==> src/rtl/spad_tile_loader.sv <==
// Multi-tile loader: streams num_tiles tiles of N words from SPAD_X/SPAD_W into a
// staging buffer and commits each finished tile to the systolic array.
module spad_tile_loader #(
   parameter int N      = 4,
   parameter int AW     = 6,
   parameter int DW     = 32,
   parameter int RD_LAT = 1,
   parameter int TW     = 8
) (
   input  logic            clk,
   input  logic            rst,
   input  logic            start_i,
   input  logic [AW-1:0]   base_addr_x_i,
   input  logic [AW-1:0]   base_addr_w_i,
   input  logic [AW-1:0]   stride_x_i,
   input  logic [AW-1:0]   stride_w_i,
   input  logic [TW-1:0]   num_tiles_i,
   output logic            csb1_x_o,
   output logic [AW-1:0]   addr1_x_o,
   input  logic [DW-1:0]   dout1_x_i,
   output logic            csb1_w_o,
   output logic [AW-1:0]   addr1_w_o,
   input  logic [DW-1:0]   dout1_w_i,
   input  logic            sa_stall_i,
   output logic            sa_start_o,
   output logic [N*DW-1:0] sa_x_o,
   output logic [N*DW-1:0] sa_w_o,
   output logic            busy_o,
   output logic            done_o,
   output logic [TW-1:0]   tile_cnt_o
);

   localparam int IW = (N > 1) ? $clog2(N) : 1;

   typedef enum logic [1:0] {IDLE, FETCH, DRAIN, COMMIT} state_t;

   state_t state, next_state;

   logic [AW-1:0]   ptr_x, ptr_w, stride_x, stride_w;
   logic [TW-1:0]   num_tiles, tile_cnt;
   logic [IW-1:0]   req_cnt;
   logic [RD_LAT-1:0] vld_pipe;
   logic [IW-1:0]   idx_pipe [RD_LAT];
   logic [N*DW-1:0] stage_x, stage_w, sa_x, sa_w;
   logic            sa_start, done;
   logic            cap_vld, last_req, last_cap, last_tile;
   logic [IW-1:0]   cap_idx;

   assign cap_vld   = vld_pipe[RD_LAT-1];
   assign cap_idx   = idx_pipe[RD_LAT-1];
   assign last_req  = (req_cnt == IW'(N - 1));
   assign last_cap  = cap_vld && (cap_idx == IW'(N - 1));
   assign last_tile = (tile_cnt == num_tiles - TW'(1));

   always_ff @(posedge clk) begin
      if (rst) state <= IDLE;
      else     state <= next_state;
   end

   always_comb begin
      next_state = state;
      case (state)
         IDLE:    if (start_i && num_tiles_i != '0) next_state = FETCH;
         FETCH:   if (last_req) next_state = DRAIN;
         DRAIN:   if (last_cap) next_state = COMMIT;
         COMMIT:  if (!sa_stall_i) next_state = last_tile ? IDLE : FETCH;
         default: next_state = IDLE;
      endcase
   end

   always_comb begin
      csb1_x_o  = 1'b1;
      csb1_w_o  = 1'b1;
      addr1_x_o = '0;
      addr1_w_o = '0;
      busy_o    = (state != IDLE);
      if (state == FETCH) begin
         csb1_x_o  = 1'b0;
         csb1_w_o  = 1'b0;
         addr1_x_o = ptr_x;
         addr1_w_o = ptr_w;
      end
   end

   // The valid/index pipe mirrors SRAM latency so each word lands in its own lane;
   // clearing it on reset discards any data still in flight.
   always_ff @(posedge clk) begin
      if (rst) begin
         ptr_x     <= '0;
         ptr_w     <= '0;
         stride_x  <= '0;
         stride_w  <= '0;
         num_tiles <= '0;
         tile_cnt  <= '0;
         req_cnt   <= '0;
         vld_pipe  <= '0;
         for (int i = 0; i < RD_LAT; i++) idx_pipe[i] <= '0;
         stage_x   <= '0;
         stage_w   <= '0;
         sa_x      <= '0;
         sa_w      <= '0;
         sa_start  <= 1'b0;
         done      <= 1'b0;
      end else begin
         sa_start    <= 1'b0;
         done        <= 1'b0;
         vld_pipe[0] <= (state == FETCH);
         idx_pipe[0] <= req_cnt;
         for (int i = 1; i < RD_LAT; i++) begin
            vld_pipe[i] <= vld_pipe[i-1];
            idx_pipe[i] <= idx_pipe[i-1];
         end
         if (cap_vld) begin
            stage_x[int'(cap_idx)*DW +: DW] <= dout1_x_i;
            stage_w[int'(cap_idx)*DW +: DW] <= dout1_w_i;
         end
         case (state)
            IDLE: begin
               if (start_i) begin
                  ptr_x     <= base_addr_x_i;
                  ptr_w     <= base_addr_w_i;
                  stride_x  <= stride_x_i;
                  stride_w  <= stride_w_i;
                  num_tiles <= num_tiles_i;
                  tile_cnt  <= '0;
                  req_cnt   <= '0;
                  if (num_tiles_i == '0) done <= 1'b1;
               end
            end
            FETCH: begin
               ptr_x   <= ptr_x + stride_x;
               ptr_w   <= ptr_w + stride_w;
               req_cnt <= last_req ? '0 : req_cnt + IW'(1);
            end
            COMMIT: begin
               if (!sa_stall_i) begin
                  sa_x     <= stage_x;
                  sa_w     <= stage_w;
                  sa_start <= 1'b1;
                  tile_cnt <= tile_cnt + TW'(1);
                  if (last_tile) done <= 1'b1;
               end
            end
            default: ;
         endcase
      end
   end

   assign sa_start_o = sa_start;
   assign done_o     = done;
   assign sa_x_o     = sa_x;
   assign sa_w_o     = sa_w;
   assign tile_cnt_o = tile_cnt;

endmodule

==> config.mk <==
export PLATFORM = sky130hd
export DESIGN_NAME = spad_tile_loader
export DESIGN_NICKNAME = d
export VERILOG_FILES = /design/src/rtl/spad_tile_loader.sv
export SDC_FILE = /design/constraint.sdc
export NUM_CORES = 1
export LEC_CHECK = 0
export ABC_CLOCK_PERIOD_IN_PS = 2150
export CORE_MARGIN = 5
export CORE_UTILIZATION = 35
export DETAILED_ROUTE_END_ITERATION = 12
export GPL_ROUTABILITY_DRIVEN = 0
export GPL_TIMING_DRIVEN = 0
export PLACE_DENSITY = 0.57
export SLEW_MARGIN = 20
export SYNTH_ARGS = -nofsm -noshare
export SYNTH_HDL_FRONTEND = slang
export SYNTH_SLANG_ARGS = --single-unit
==> constraint.sdc <==
create_clock -name clk -period 2.15 [get_ports clk]
set_clock_uncertainty 0.2 [all_clocks]
set_input_delay 0.645 -clock clk [delete_from_list [all_inputs] [get_ports clk]]
set_output_delay 0.645 -clock clk [all_outputs]
set_load 0.1 [all_outputs]
### Yosys cells after proc, flatten, opt, wreduce, memory -nomap -nowiden

Memories as Yosys holds them, arrays and structs flattened.
Cells that the tools add are included.

* add/subtract/negate cells: 6
* eq/ne operators: 11
* shift-type cells: 3
* multiplexer cells: 32
* bitwise operators: 2
* reductions and logical operators: 15

Operator list (number)
* bitwise mux 128 bit: 2
* indexed part select 32 x 33 -> 128 bit: 2
* variable shift 32 x 33 -> 128 bit, first input constant: 1
* negation 7 -> 33 bit: 1
* two-way mux 6 bit: 4
* case mux 6 bit (2 select lines): 2
* two-way mux 8 bit: 2
* case mux 8 bit (2 select lines): 1
* two-way mux 2 bit: 7
* adder 6 bit: 2
* two-way mux 1 bit: 11
* != test 2 bit, second input constant: 5
* adder 8 x 1 -> 8 bit, second input constant: 1
* equality test 2 bit, second input constant: 4
* equality test 8 bit: 1
* zero test 8 bit: 1
* case mux 2 bit (4 select lines): 1
* nonzero test 8 bit: 1
* subtractor 8 x 1 -> 8 bit, second input constant: 1
* AND reduction 2 bit: 3
* nonzero test 2 bit: 3
* case mux 2 bit (2 select lines): 1
* AND reduction 4 bit: 1
* OR reduction 2 bit: 2
* other kinds (7): 9

* bits in registers: 559
* memory bits (writable): 2
* input bits: 100
* output and inout bits: 281
* logic and storage cells: 85
* memories: 1

Memories
* idx_pipe: words 1, bits a word 2, read ports 1, clocked after Yosys merged registers in 0, wr ports 1, RTL line 43 `logic [IW-1:0] idx_pipe [RD_LAT];`

### Depth between registers and ports, before layout

Gate-level depths: netlist of the first run.

* word-level depth: 5
* mapped depth: 8

### Least setup slack after synthesis of the first run

Ideal clock, no wire load.

* path kind: reg-to-output
* start: reg state[0]
* end: out addr1_w_o[1]
* data arrival time: 3.150 ns
* data required time: 1.305 ns
* setup slack: -1.845 ns
* cell stages (with the launch flop): 6
* buffers on the path: 2
* path through: dfxtp_1 -> ha_1 -> clkbuf_1 -> clkinv_1 -> buf_1 -> nor2_1

* cells in the longest elaborated chain, start to end: 2

Ends and longest elaborated chain
* from (decl): RTL line 37 `state_t state, next_state;`
* from (signal assigned): RTL line 57 `else state <= next_state;`
* equality test 2 x 1 -> 1 bit: RTL line 77 `if (state == FETCH) begin`
* two-way mux 6 bit: RTL line 77
* to (decl): RTL line 22 `output logic [AW-1:0] addr1_w_o,`

No other way between the ends.

### Worst setup path in the final report of the first run

* start: reg state[0]
* end: out addr1_x_o[0]

* cells in the longest elaborated chain, start to end: 2

Ends and longest elaborated chain
* equality test 2 x 1 -> 1 bit: RTL line 77
* two-way mux 6 bit: RTL line 77
* to (decl): RTL line 19 `output logic [AW-1:0] addr1_x_o,`

No other way between the ends.

==> results of run 1 <==
critical path, delay by kind of cell, from the launching register on:
kind / cells / cell delay (ns)
fa+ha+maj: 1 / 0.21
buf+inv: 2 / 0.33
flops: 1 / 0.40
simple gates: 1 / 0.16
power by group through the flow:
stage | sequential (mW) | clock, mW | combinational (mW)
after floorplan | 11.2 | 0 | 2.63
final | 11.1 | 10.8 | 4.51
after global placement | 11.3 | 0 | 3.75
after detailed placement | 11.3 | 0 | 3.83
after CTS | 11.1 | 11.0 | 4.17
after global routing | 11.1 | 11.4 | 4.86
routing by layer:
metal  vias to the layer above  wire length, um  global-route usage, %
li1                       8798                -                      -
met1                      8850            31400                   28.8
met2                       563            34300                   36.7
met3                       115             4670                   5.01
met4                         0             2240                   7.06
met5                         -                0                      0
final cells by class:
| class | count | area, um^2 |
|---|---|---|
| fillers | 5324 | 28700 |
| well taps | 756 | 946 |
| multi-input cells | 1560 | 8120 |
| repair buffers | 405 | 4300 |
| inverters | 16 | 83.8 |
| diodes | 2 | 5.00 |
| clock buffers | 78 | 1660 |
| flip-flops and latches | 561 | 11300 |
| plain buffers | 179 | 1000 |
| clock inverters | 33 | 399 |
synth_stat cells, drive strengths merged (2+ instances only):
library cell  number
a21o               2
nor2b              7
a311oi             2
nand4b             2
nor2             292
a21oi            291
nand2            565
mux2               2
a2bb2oi            2
and3               5
or4                3
nor3               8
a22oi            256
and2              12
o21ai              8
xor2               6
ha                22
clkbuf           133
xnor2              8
o21a               5
dfxtp            561
inv               15
nor4               6
mux2i              4
nand3b             5
nand3              7
fa                 2
nand4              2
or3b               2
buf               51
nand2b             7
a211oi            17
logic make-up (layout without fill, tap and decap cells):
family / after synthesis / after routing
simple gates: 925 / 925
compound gates: 591 / 591
flops: 561 / 561
buf+inv: 201 / 711
fa+ha+maj: 24 / 24
xor+xnor: 14 / 14
mux: 6 / 6
other cells: 0 / 2
metrics by stage:
stage | utilization [%] | std cells
after floorplan | - | 2322
after global placement | 44.0 | 3457
after detailed placement | 44.0 | 3458
after CTS | 48.3 | 3578
after global routing | 49.2 | 3589
final | 49.2 | 3590
cell usage in the layout, fill, tap and decap left out, types with 6 or more instances in the layout:
cell and n:
nor3_1 6, buf_6 143, clkinv_2 18, nand2_1 564, xnor2_1 8, buf_8 11, o21ai_0 8, nor2_1 290
inv_1 7, buf_12 33, a22oi_1 256, clkbuf_16 61, a21oi_1 290, dfxtp_1 536, clkdlybuf4s50_1 98, nand3_1 7
clkbuf_2 42, clkbuf_4 16, bufinv_16 8, dfxtp_2 22, nand2b_1 6, buf_2 28, ha_1 15, clkbuf_1 76
xor2_1 6, buf_4 140, clkbuf_8 12, a211oi_1 14, and2_4 10
flip-flops by register name (all words and copies together), names as in the netlist:
name	flops
sa_x_o	128
tile_cnt_o	8
stage_w	128
ptr_w	6
stage_x	128
idx_pipe	2
sa_start_o	1
num_tiles	8
stride_x	6
stride_w	6
done_o	1
cap_vld	1
req_cnt	2
ptr_x	6
sa_w_o	128
state	2
final timing paths:
check	slack (ns)	endpoint
max	-0.42	addr1_x_o[0]
min	0.24	sa_w_o[98]
max reg2reg	-0.01	stride_x[0]
min reg2reg	0.24	sa_w_o[98]
repair_timing:
item / 4_1_cts / 5_1_grt
gates cloned: 0 / 2
pin swaps: 8 / 12
endpoints found under the setup margin: 801 / 536
setup buffers: 15 / 9
gates resized for setup: 1990 / 139
==> metrics, run 1 <==
outcome finished, violations left; failing checks setup timing; fmax 389 MHz; top-area cell type share of the netlist area 56.2%; final wirelength 72600 um; Gate power share 17.1%; part of the cycle the worst path needs 119%; clock share of power around two fifths; initial antenna violation count 3; xor and xnor area share after synthesis less than 1%; Synth Area in Compound Gates 18.5%; row cnt between 80 and 90; Ys Warns 0; total power around 26 mW; Synth Area in Adders ~1.6%; part of the power in registers 42.1%; CP max stage delay roughly 0.4 ns; Via density 5.10; fin nets roughly 2900; Pint 18.9 mW; post-DP HPWL approximately 53000 um; TritonCTS clock tree yes; Hold WS 0.242 ns; dpl cell area 24900 um^2; syn_area_per_cell 8.60 um^2; GRT Overall Usage between 20% and 30%; hold depth 2; Setup Crit Path Kind flop to output port; post-synthesis mux area share less than 1%; worst vdd ir about 0.00076 V; clock period minus worst slack 2.57 ns; Post-route DRC 0; Congestion Overflow GR 0; die area about 62000 um^2; worst setup margin -0.419 ns; slowest CP cell dfxtp_4; Post-Syn Nets 2446; CTS Buffer Depth 3; Core Box Area between 50000 and 60000 um^2; Net Sw Frac 28.3%; number of global-route vias before repair 18200; Hold-fix buffers, CTS 0; Setup WS pre-CTS -1.38 ns; Tightest Pin Transition ~0.93 ns; clock sink count 561; Mapped Area 20000 um^2; reg2reg start state[0]; Clk Latency, worst-skew pair roughly 0.62 ns; first drt pass iteration count 7; Die Y 249 um; Seq/Total Area, Yosys 56.2%; Max Cap Viol 0; leakage power just over 10 nW; CP required between 1 and 1.5 ns; main combinational cell family by area after synthesis compound AO/OA/AOI/OAI gates; Synth area leaders dfxtp_1 (56%), nand2_1 (11%), a22oi_1 (9.6%), a21oi_1 (7.3%), nor2_1 (5.5%); Final Cell Area roughly 28000 um^2; global-route wire length before repair 109000 um; CP endpoint kind output port; EDFF count, synth 0; most area-hungry cell type in the Yosys netlist dfxtp_1; Final Max Slew Viols 0; largest net degree at the start of global routing 17; Setup crit start state[0]; Hold Path Class flop to flop; Primary FF master, synth dfxtp_1; WP data arrival 1.72 ns; startpoint types flop; Setup TNS -5.78 ns; FF+latch count, synth 561; worst rel slew slack 38.0%; Hold Fails Final Rpt 0; TritonCTS Buffers 59; # H-tree levels 2; crit-path max FO 6; Synth Instances 2322; final setup violation count 16; clk slew on worst S/H paths 0.06 ns; share of cells above drive strength 1 21.1%; asr flop ratio synth 0%; worst-path cell chain ha_4 > clkbuf_16 > and2_4 > buf_12; vias 18300; R2R cell count 9; # IOs 381; Die W 249 um; drt first-iter violations 1080; post-synthesis cell type count 52; post-DR wirelength/cell around 20 um; PD cells 950 nW/um^2; CTS root buffer clkbuf_16; simple-gate area share of the yosys netlist 18.5%; antenna viol nets, final 0; RSZ-0062 raised after global routing true; Synth-to-Final Area Change 39.1%; IO buf count 379; sw power between 7 and 8 mW; starting density of the core 35.4%; worst hold start stage_w[98]
No activity file was read; power rests on OpenSTA's default activity.
==> run 2, diff against run 1 <==
--- a/config.mk
+++ b/config.mk
@@ -8,6 +8,7 @@
 export ABC_CLOCK_PERIOD_IN_PS = 2150
 export CORE_MARGIN = 5
 export CORE_UTILIZATION = 35
+export CTS_CLUSTER_SIZE = 10
 export DETAILED_ROUTE_END_ITERATION = 12
 export GPL_ROUTABILITY_DRIVEN = 0
 export GPL_TIMING_DRIVEN = 0
==> metrics, run 2 (same netlist as run 1, synthesis figures left out) <==
fmax 396 MHz (+1.8%); Die W 249 um (unchanged); Crit path max-delay family flip-flops; most common cell after layout, fill and taps aside nand2_1; Setup TNS -5.26 ns (+0.525 ns); Hold Path Class flop to flop; RSZ-0062 raised after global routing true; WP data arrival 1.68 ns (-0.04 ns); Max Cap Viol 0 (unchanged); Setup Crit Path Kind flop to output port; Hold WS 0.248 ns (+0.00637 ns); vias 18300 (-0.044%); share of cells above drive strength 1 20.2% (-0.92 points); Clk Latency, worst-skew pair 0.59 ns (-0.03 ns); Via density 5.14 (+0.63%); initial antenna violation count 3 (unchanged); reg2reg start num_tiles[0]; leakage power 10.1 nW (-1.9%); Synth-to-Final Area Change 35.8%; clock period minus worst slack 2.52 ns (-0.0462 ns); GR Util met2 36.8% (+0.094 points); TritonCTS Buffers 67 (+14%); CTS Buffer Depth 3 (unchanged); worst setup margin -0.373 ns (+0.0462 ns); slowest CP cell dfxtp_4; total power 25.9 mW (-2.0%); post-DP HPWL 52900 um (unchanged); clock sink count 561 (unchanged); GRT Overall Usage 22.2% (+0.14 points); row cnt 87 (unchanged); global-route wire length before repair 109000 um (about the same); failing checks setup timing; outcome finished, violations left; # IOs 381 (unchanged); clk slew on worst S/H paths 0.06 ns (about the same); Post-route DRC 0 (unchanged); met3 Use GR 5.37% (+0.35 points); post-DR wirelength/cell 20.3 um (+0.24%); CP endpoint kind output port; CP required 1.30 ns (about the same); crit-path max FO 11 (+5); worst hold start stage_w[66]; IO buf count 379 (unchanged); PD cells 954 nW/um^2 (+0.42%); TritonCTS clock tree yes; antenna viol nets, final 0 (unchanged); startpoint types flop; final wirelength 72300 um (-0.43%); met1 usage 28.5% (-0.27 points); part of the cycle the worst path needs 117% (-2.2 points); CTS root buffer clkbuf_16; worst vdd ir 0.000810 V (+6.5%); worst-path cell chain ha_4 > clkbuf_16 > and2_4 > buf_12; Core Box Area 56500 um^2 (unchanged); fin util 48.0% (-1.2 points); Hold Fails Final Rpt 0 (unchanged); starting density of the core 35.4% (unchanged); first drt pass iteration count 5 (-2); number of global-route vias before repair 18300 (+0.45%); Tightest Pin Transition 0.898 ns (-0.0327 ns); global route hottest layer met2; Die Y 249 um (unchanged); Setup crit start state[0]; largest net degree at the start of global routing 17 (unchanged); CP max stage delay 0.40 ns (about the same); worst path buffer plus inverter count 2 (unchanged); fin nets 2915 (+0.31%); worst rel slew slack 40.1% (+2.2 points); die area 62000 um^2 (unchanged); # H-tree levels 3 (+1); drt first-iter violations 1073 (-0.65%); Congestion Overflow GR 0 (unchanged); final setup violation count 15 (-1); Final Max Slew Viols 0 (unchanged); highest-count cells in the layout ignoring fill and taps nand2_1 (564), dfxtp_1 (546), nor2_1 (290), a21oi_1 (290), a22oi_1 (256)
==> run 2: report_power, final <==
group          total (mW)  leakage, nW  internal, mW  switching, mW
clock network        10.3        0.940          6.07           4.25
logic                4.44         4.66          1.72           2.72
registers            11.1         4.53          10.8          0.324
==> run 2: what timing repair did <==
action / 4_1_cts / 5_1_grt
endpoints found under the hold margin: 0 / 0
cloned: 0 / 0
gates resized for setup: 1882 / 135
setup buffers: 18 / 9
pin swaps: 9 / 12
hold buffers: 0 / 0
endpoints found under the setup margin: 801 / 437
==> run 2: metrics by stage <==
step / setup slack, ns / cell area (um^2) / std cells
finish: -0.373 / 27100 / 3566
global route: -0.431 / 27100 / 3565
CTS: -0.454 / 26800 / 3556
detailed placement: -1.38 / 24900 / 3458
global placement: -1.33 / 24900 / 3457
floorplan: -0.0950 / 20100 / 2322
==> run 2: layout make-up <==
type                            count  area, um^2
Multi-Input combinational cell   1560        8090
Clock inverter                      5        83.8
Timing Repair Buffer              406        3770
Clock buffer                       81        1830
Buffer                            179        1050
Inverter                           16        83.8
Fill cell                        5411       29400
Antenna cell                        2        5.00
Sequential cell                   561       11300
Tap cell                          756         946
==> run 2: final timing paths <==
check / endpoint / slack, ns / depth (start not counted)
worst min register to register: sa_w_o[66] / 0.25 / 2
worst max register to register: state[0] / 0.02 / 7
worst max-delay path: addr1_x_o[0] / -0.37 / 4
worst min-delay path: sa_w_o[66] / 0.25 / 2
==> run 2: layer usage <==
metal | part of all wire [%] | routed length, um
met3 | 6.1 | 4410
met1 | 43 | 31300
met4 | 3.3 | 2400
met2 | 47 | 34200
met5 | 0 | 0
==> run 2: worst min-delay path, stage by stage (launching register included) <==
cell,delay [ns]
dfxtp_1,0.31
nand2_1,0.05
a21oi_1,0.05
